**src/rtl/alu_sequencer_if.sv**
```systemverilog
// Instruction handshake and ALU drive/return bus for alu_sequencer.
// slave = the sequencer; master = instruction source plus external ALU.
interface alu_sequencer_if #(
  parameter int unsigned n = 16
);
  logic [15:0]  instr;
  logic         instr_valid;
  logic         instr_ready;
  logic [n-1:0] alu_x;
  logic [n-1:0] alu_y;
  logic         alu_cin;
  logic         alu_add_sub_control;
  logic [1:0]   alu_op;
  logic [n-1:0] alu_out;
  logic         alu_cout;
  logic         alu_z_flag;

  modport slave (
    input  instr, instr_valid, alu_out, alu_cout, alu_z_flag,
    output instr_ready, alu_x, alu_y, alu_cin, alu_add_sub_control, alu_op
  );

  modport master (
    output instr, instr_valid, alu_out, alu_cout, alu_z_flag,
    input  instr_ready, alu_x, alu_y, alu_cin, alu_add_sub_control, alu_op
  );
endinterface

```
**src/rtl/alu_sequencer.sv**
```systemverilog
// Four-state sequencer driving an external ALU from an 8-entry register file.
// Define ALU_SEQ_ADDC_EN to enable opcode 110 (addc); otherwise 110 is illegal.
module alu_sequencer #(
  parameter int unsigned n = 16
) (
  input  logic          clock,
  input  logic          resetn,
  alu_sequencer_if.slave bus,
  output logic          done,
  output logic          illegal,
  output logic          z_flag,
  output logic          c_flag,
  input  logic [2:0]    dbg_sel,
  output logic [n-1:0]  dbg_data
);

  typedef enum logic [1:0] {IDLE, DECODE, EXECUTE, WRITEBACK} state_t;
  typedef enum logic [2:0] {
    OP_MV, OP_MVI, OP_ADD, OP_SUB, OP_AND, OP_CMP, OP_ADDC, OP_UNDEF
  } opcode_t;

  state_t       state, state_next;
  logic [15:0]  ir;
  logic [n-1:0] regs [8];
  logic [n-1:0] res_val;
  logic         res_c, res_z;

  opcode_t      opcode;
  logic [2:0]   rx, ry;
  logic         legal, x_zero, y_imm, dec_sub, dec_cin, wr_en, upd_z, upd_c;
  logic [1:0]   dec_op;
  logic         accept;

  assign opcode   = opcode_t'(ir[15:13]);
  assign rx       = ir[12:10];
  assign ry       = ir[9:7];
  assign accept   = bus.instr_valid && bus.instr_ready;
  assign dbg_data = regs[dbg_sel];

  always_ff @(posedge clock) begin
    if (!resetn) state <= IDLE;
    else         state <= state_next;
  end

  always_comb begin
    state_next = state;
    unique case (state)
      IDLE:      if (accept) state_next = DECODE;
      DECODE:    state_next = EXECUTE;
      EXECUTE:   state_next = WRITEBACK;
      WRITEBACK: state_next = IDLE;
      default:   state_next = IDLE;
    endcase
  end

  always_comb begin
    legal   = 1'b0;
    x_zero  = 1'b0;
    y_imm   = 1'b0;
    dec_sub = 1'b0;
    dec_cin = 1'b0;
    dec_op  = 2'b00;
    wr_en   = 1'b0;
    upd_z   = 1'b0;
    upd_c   = 1'b0;
    case (opcode)
      OP_MV:  begin legal = 1'b1; x_zero = 1'b1; wr_en = 1'b1; end
      OP_MVI: begin legal = 1'b1; x_zero = 1'b1; y_imm = 1'b1; wr_en = 1'b1; end
      OP_ADD: begin legal = 1'b1; wr_en = 1'b1; upd_z = 1'b1; upd_c = 1'b1; end
      OP_SUB: begin
        legal = 1'b1; dec_sub = 1'b1; dec_cin = 1'b1;
        wr_en = 1'b1; upd_z = 1'b1; upd_c = 1'b1;
      end
      OP_AND: begin legal = 1'b1; dec_op = 2'b01; wr_en = 1'b1; upd_z = 1'b1; end
      OP_CMP: begin
        legal = 1'b1; dec_sub = 1'b1; dec_cin = 1'b1; upd_z = 1'b1; upd_c = 1'b1;
      end
`ifdef ALU_SEQ_ADDC_EN
      OP_ADDC: begin
        legal = 1'b1; dec_cin = c_flag; wr_en = 1'b1; upd_z = 1'b1; upd_c = 1'b1;
      end
`endif
      default: ;
    endcase
  end

  // ALU drive is derived from IR in DECODE and EXECUTE only, so it is stable
  // across EXECUTE and sits at reset values otherwise (and for illegal opcodes).
  always_comb begin
    bus.instr_ready         = resetn && (state == IDLE);
    bus.alu_x               = '0;
    bus.alu_y               = '0;
    bus.alu_cin             = 1'b0;
    bus.alu_add_sub_control = 1'b0;
    bus.alu_op              = 2'b00;
    done                    = (state == WRITEBACK);
    illegal                 = (state == WRITEBACK) && !legal;
    if ((state == DECODE || state == EXECUTE) && legal) begin
      bus.alu_op              = dec_op;
      bus.alu_add_sub_control = dec_sub;
      bus.alu_cin             = dec_cin;
      if (!x_zero) bus.alu_x = regs[rx];
      if (y_imm) bus.alu_y[8:0] = ir[8:0];
      else       bus.alu_y      = regs[ry];
    end
  end

  always_ff @(posedge clock) begin
    if (!resetn) begin
      ir      <= '0;
      res_val <= '0;
      res_c   <= 1'b0;
      res_z   <= 1'b0;
      z_flag  <= 1'b0;
      c_flag  <= 1'b0;
      for (int unsigned i = 0; i < 8; i++) regs[i] <= '0;
    end else begin
      if (accept) ir <= bus.instr;
      if (state == EXECUTE) begin
        res_val <= bus.alu_out;
        res_c   <= bus.alu_cout;
        res_z   <= bus.alu_z_flag;
      end
      if (state == WRITEBACK) begin
        if (wr_en) regs[rx] <= res_val;
        if (upd_z) z_flag   <= res_z;
        if (upd_c) c_flag   <= res_c;
      end
    end
  end

endmodule

```
**src/flat_wrapper.sv**
```systemverilog
// flat-port wrapper written by rule: the top's interface ports become plain ports
module alu_sequencer_flat 
#(
  parameter int unsigned n = 16
)
  (clock, resetn, done, illegal, z_flag, c_flag, dbg_sel, dbg_data, bus_instr, bus_instr_valid, bus_alu_out, bus_alu_cout, bus_alu_z_flag, bus_instr_ready, bus_alu_x, bus_alu_y, bus_alu_cin, bus_alu_add_sub_control, bus_alu_op);
  alu_sequencer_if #(.n(n)) bus_i ();
  input  logic clock;
  input  logic resetn;
  output logic done;
  output logic illegal;
  output logic z_flag;
  output logic c_flag;
  input  logic [2:0] dbg_sel;
  output logic [n-1:0] dbg_data;
  input wire logic [$bits(bus_i.instr)-1:0] bus_instr;
  input wire logic [$bits(bus_i.instr_valid)-1:0] bus_instr_valid;
  input wire logic [$bits(bus_i.alu_out)-1:0] bus_alu_out;
  input wire logic [$bits(bus_i.alu_cout)-1:0] bus_alu_cout;
  input wire logic [$bits(bus_i.alu_z_flag)-1:0] bus_alu_z_flag;
  output wire logic [$bits(bus_i.instr_ready)-1:0] bus_instr_ready;
  output wire logic [$bits(bus_i.alu_x)-1:0] bus_alu_x;
  output wire logic [$bits(bus_i.alu_y)-1:0] bus_alu_y;
  output wire logic [$bits(bus_i.alu_cin)-1:0] bus_alu_cin;
  output wire logic [$bits(bus_i.alu_add_sub_control)-1:0] bus_alu_add_sub_control;
  output wire logic [$bits(bus_i.alu_op)-1:0] bus_alu_op;
  assign bus_i.instr = bus_instr;
  assign bus_i.instr_valid = bus_instr_valid;
  assign bus_i.alu_out = bus_alu_out;
  assign bus_i.alu_cout = bus_alu_cout;
  assign bus_i.alu_z_flag = bus_alu_z_flag;
  assign bus_instr_ready = bus_i.instr_ready;
  assign bus_alu_x = bus_i.alu_x;
  assign bus_alu_y = bus_i.alu_y;
  assign bus_alu_cin = bus_i.alu_cin;
  assign bus_alu_add_sub_control = bus_i.alu_add_sub_control;
  assign bus_alu_op = bus_i.alu_op;
  alu_sequencer #(.n(n)) u_core (.clock(clock), .resetn(resetn), .bus(bus_i), .done(done), .illegal(illegal), .z_flag(z_flag), .c_flag(c_flag), .dbg_sel(dbg_sel), .dbg_data(dbg_data));
endmodule
```
**config.mk**
```make
export PLATFORM = sky130hd
export DESIGN_NAME = alu_sequencer_flat
export DESIGN_NICKNAME = d
export VERILOG_FILES = /design/src/rtl/alu_sequencer_if.sv /design/src/rtl/alu_sequencer.sv /design/src/flat_wrapper.sv
export SDC_FILE = /design/constraint.sdc
export NUM_CORES = 1
export LEC_CHECK = 0
export BUFFER_PORTS_ARGS = -buffer_cell sky130_fd_sc_hd__buf_2
export CORE_AREA = 2 2 138 140
export CTS_CLUSTER_SIZE = 14
export DETAILED_ROUTE_END_ITERATION = 7
export DIE_AREA = 0 0 140 142
export PLACE_DENSITY_LB_ADDON = 0.05
export SLEW_MARGIN = 20
export SYNTH_ARGS = -nofsm -noshare
export SYNTH_HDL_FRONTEND = slang
export SYNTH_SLANG_ARGS = --single-unit
```
**constraint.sdc**
```tcl
create_clock -name clock -period 2 [get_ports clock]
set_input_delay 0.4 -clock clock [delete_from_list [all_inputs] [get_ports clock]]
set_output_delay 0.4 -clock clock [all_outputs]
set_load 0.02 [all_outputs]
```
==> summary.md <==
| Metric | Value |
|---|---|
| Status | complete, but fails checks |
| Failing checks | design-rule violations, negative setup slack |
| Share of the synthesized area in the top cell type | 39.1% |
| WL per Instance | 25.9 µm |
| Synthesized area per cell | 13.8 µm² |
| Flop and latch count out of synthesis | 172 |
| Clock Latency Late Sink | 0.43 ns |
| CP Capture Type | primary output |
| Most common cell after layout, fill and taps aside | and2_1 |
| Post-synth ARST share | 0% |
| TritonCTS clock tree | done |
| Unrepaired setup endpoints after global routing | yes |
| DRT Pass-1 Iters | 8 |
| Root Driver | clkbuf_16 |
| Initial antenna violation count | 0 |
| Die Wd | 140 µm |
| Ys flop type | edfxtp_1 |
| WHS Path Cells | 3 |
| Hold path startpoint | bus_instr[0] |
| Least-Margin Pin Slew | 0.691 ns |
| R2R depth | 5 |
| Antenna-violating nets left | 0 |
| Max-Cap Viols | 0 |
| Clock-pin slew on the worst setup and hold paths | 0.06 ns |
| Most area-consuming cells after synthesis | edfxtp_1, mux4_2, dfxtp_1 |
| Commonest non-fill, non-tap cells in the layout | and2_1, edfxtp_1, mux4_2 |
| Yosys top cell by area | edfxtp_1 |
| R2R setup slack | 0.03 ns |
| Setup TNS | -15.08 ns |
| CTS max path bufs | 2 |
| Syn Inst Count | 712 |
| Vias per Instance | 6.22 |
| Clk sinks | 172 |
| DP HPWL | 17.9 mm |
| Slew margin rel. | 53.9% |
| Fin. max-slew vios | 0 |
| P&R area growth vs syn | 23.5% |
| Endpoints failing setup | 51 |
| Htree depth | 4 |
| Slowest stage delay, CP | 0.38 ns |
| DRC viols | 7 |
| All-Layer GR Usage | 29.4% |
| Hold Path End | u_core.ir[0] |
| Critical path data required time | 1.60 ns |
| Layout net count | 898 |
| Cell Area, Placed | 0.0110 mm² |
| Hold Crit Class | input port to flop |
| Post-route cell area | 0.0121 mm² |
| Largest net degree at the start of global routing | 33 |
| EDFF count, synth | 128 |
| Clock Skews | 0.00818 ns |
| First-pass GRT wire length | 42.4 mm |
| Cell Rows | 50 |
| PortBufs | 95 |
| DP Cell Count | 1,040 |
| Die Y | 142 µm |
| Kind of critical path | flop to primary output |
| Pwr Total | 0.0118 W |
| Crit path buffers/inverters | 4 |
| Hold violation total from the final report | 0 |
| GPL Wtd Cong | 0.819 |
| Initial drt markers | 784 |
| N_diodes | 0 |
| Worst Path Arrival | 2.09 ns |
| Critical Path Slowest Stage Cell | dfxtp_4 |
| Max Clk Rate | 402 MHz |
| Hold-fix buffers at CTS | 0 |
| Starting Density | 53.3% |
| Max IR drop VDD | 0.804 mV |
| Final std cells w/o fill | 1,101 |
| Seq/Total Area, Yosys | 48.0% |
| Post-Syn Area | 0.00984 mm² |
| Final WL | 28.6 mm |
| Top Family by Delay on Critical Path | buffers and inverters |
| Smallest setup slack after layout | -0.490 ns |
| R2R Path Start | u_core.ir[14] |
| Core Region | 0.0185 mm² |
| Worst Setup Start Kind | flop |
| Vias | 6,845 |
| Reg2Reg Capture Point | u_core.regs[4][2] |
| Synthesis Warnings | 0 |
| GRT overflow | 0 |
| Pleak | 4.57 nW |
| Crit-path most repeated cell | buf_4 |
| Pwr/cell area | 970 mW/mm² |
| Top-level I/O count | 97 |
| CTS Buf Count | 17 |
| Layout cells sized above 1 | 43.5% |
| Vias in the first global route | 7,083 |
| Crit share post-route | 125% |
| Largest fanout on the critical path | 16 |
| Cell variety after synth | 42 |
| Total die area | 0.0199 mm² |
| Post-layout min period | 2.49 ns |
| Worst path cell trace | buf_12 > buf_4 > mux2_2 > a222oi_1 > buf_4 > a31oi_2 > buf_2 |
| Synthesized Nets | 756 |
-- cell usage after synthesis (2+ instances only) --
| library cell | instances |
|---|---|
| a21bo_2 | 2 |
| a21oi_1 | 2 |
| a222oi_1 | 9 |
| a31oi_1 | 9 |
| and2_1 | 130 |
| and3_1 | 2 |
| buf_1 | 10 |
| buf_12 | 3 |
| buf_2 | 12 |
| buf_4 | 10 |
| buf_6 | 8 |
| clkbuf_1 | 12 |
| dfxtp_1 | 44 |
| edfxtp_1 | 128 |
| ha_1 | 4 |
| inv_1 | 4 |
| mux2_1 | 10 |
| mux2_2 | 42 |
| mux2i_1 | 42 |
| mux4_1 | 25 |
| mux4_2 | 53 |
| nand2_1 | 43 |
| nand2b_1 | 12 |
| nand3_1 | 2 |
| nor2_1 | 46 |
| nor2b_1 | 2 |
| nor4_4 | 8 |
| o21ai_0 | 24 |
-- kinds of logic (layout without fill, tap and decap cells) --
group                    count (synthesis)  in the layout  synth area share, %
adder cells (fa/ha/maj)                  4              4                0.509
buffers and inverters                   61            216                 3.98
XOR/XNOR                                 1              1               0.0890
flip-flops                             172            172                 48.0
AND/OR/NAND/NOR                        249            249                 14.8
other                                    1              1               0.0381
multiplexers                           172            172                 29.0
AO/OA/AOI/OAI                           52             52                 3.55
-- state kept, by name, summed over array words and instances, names as in the netlist, named ones only --
name	flops
u_core.regs	128
u_core.z_flag	1
u_core.res_z	1
u_core.ir	16
u_core.res_c	1
u_core.state	2
u_core.res_val	16
u_core.c_flag	1
-- tightest hold or removal path, cell delays in order --
cell,delay (ns)
buf_2,0.07
nand2_1,0.04
o21ai_0,0.05
-- area by class of cell --
cell class,count,area [µm²]
Inverter,5,18.8
Tap cell,234,293
Clock buffer,25,508
Fill cell,1358,6310
Timing Repair Buffer,179,1630
Sequential cell,172,4740
Multi-Input combinational cell,479,4920
Clock inverter,7,37.5
-- layer usage --
metal | part of all wire (%) | GRT usage (%) | wire [µm] | vias to the layer above
met5 | 0 | 0 | 0 | -
met4 | 2.9 | 11.5 | 826 | 0
met3 | 7.1 | 4.81 | 2030 | 58
met2 | 50 | 49.9 | 14300 | 347
met1 | 40 | 38.4 | 11400 | 3466
li1 | - | - | - | 2974
-- worst max path at each step --
stage	cells after the start	slack, ns	to	from
after floorplan	5	-0.02	bus_alu_y[10]	u_core.state[1]
after global placement	5	-0.29	bus_alu_y[1]	flop
after detailed placement	4	-0.35	bus_alu_y[7]	flop
after CTS	6	-0.49	bus_alu_y[1]	flop
after global routing	7	-0.55	bus_alu_y[1]	flop
final	7	-0.49	bus_alu_y[1]	flop
-- repair_timing --
action | CTS | global route
resized for setup | 132 | 14
setup buffers | 21 | 7
pin swaps | 8 | 9
cloned | 4 | 0
setup endpoints to repair | 50 | 67
-- power breakdown --
group | switching, W | internal [W]
logic | 0.00218 | 0.00207
clock network | 0.00135 | 0.00176
registers | 0.000318 | 0.00411
-- through the flow --
| stage | utilization, % | setup slack, ns | hold WS (ns) |
|---|---|---|---|
| final | 65.8 | -0.490 | 0.165 |
| after global routing | 65.8 | -0.554 | 0.165 |
| after CTS | 65.4 | -0.492 | 0.155 |
| after detailed placement | 59.4 | -0.350 | 0.452 |
| after global placement | 59.4 | -0.293 | 0.444 |
| after floorplan | - | -0.0180 | 0.433 |
(Power assumes the default switching activity.)
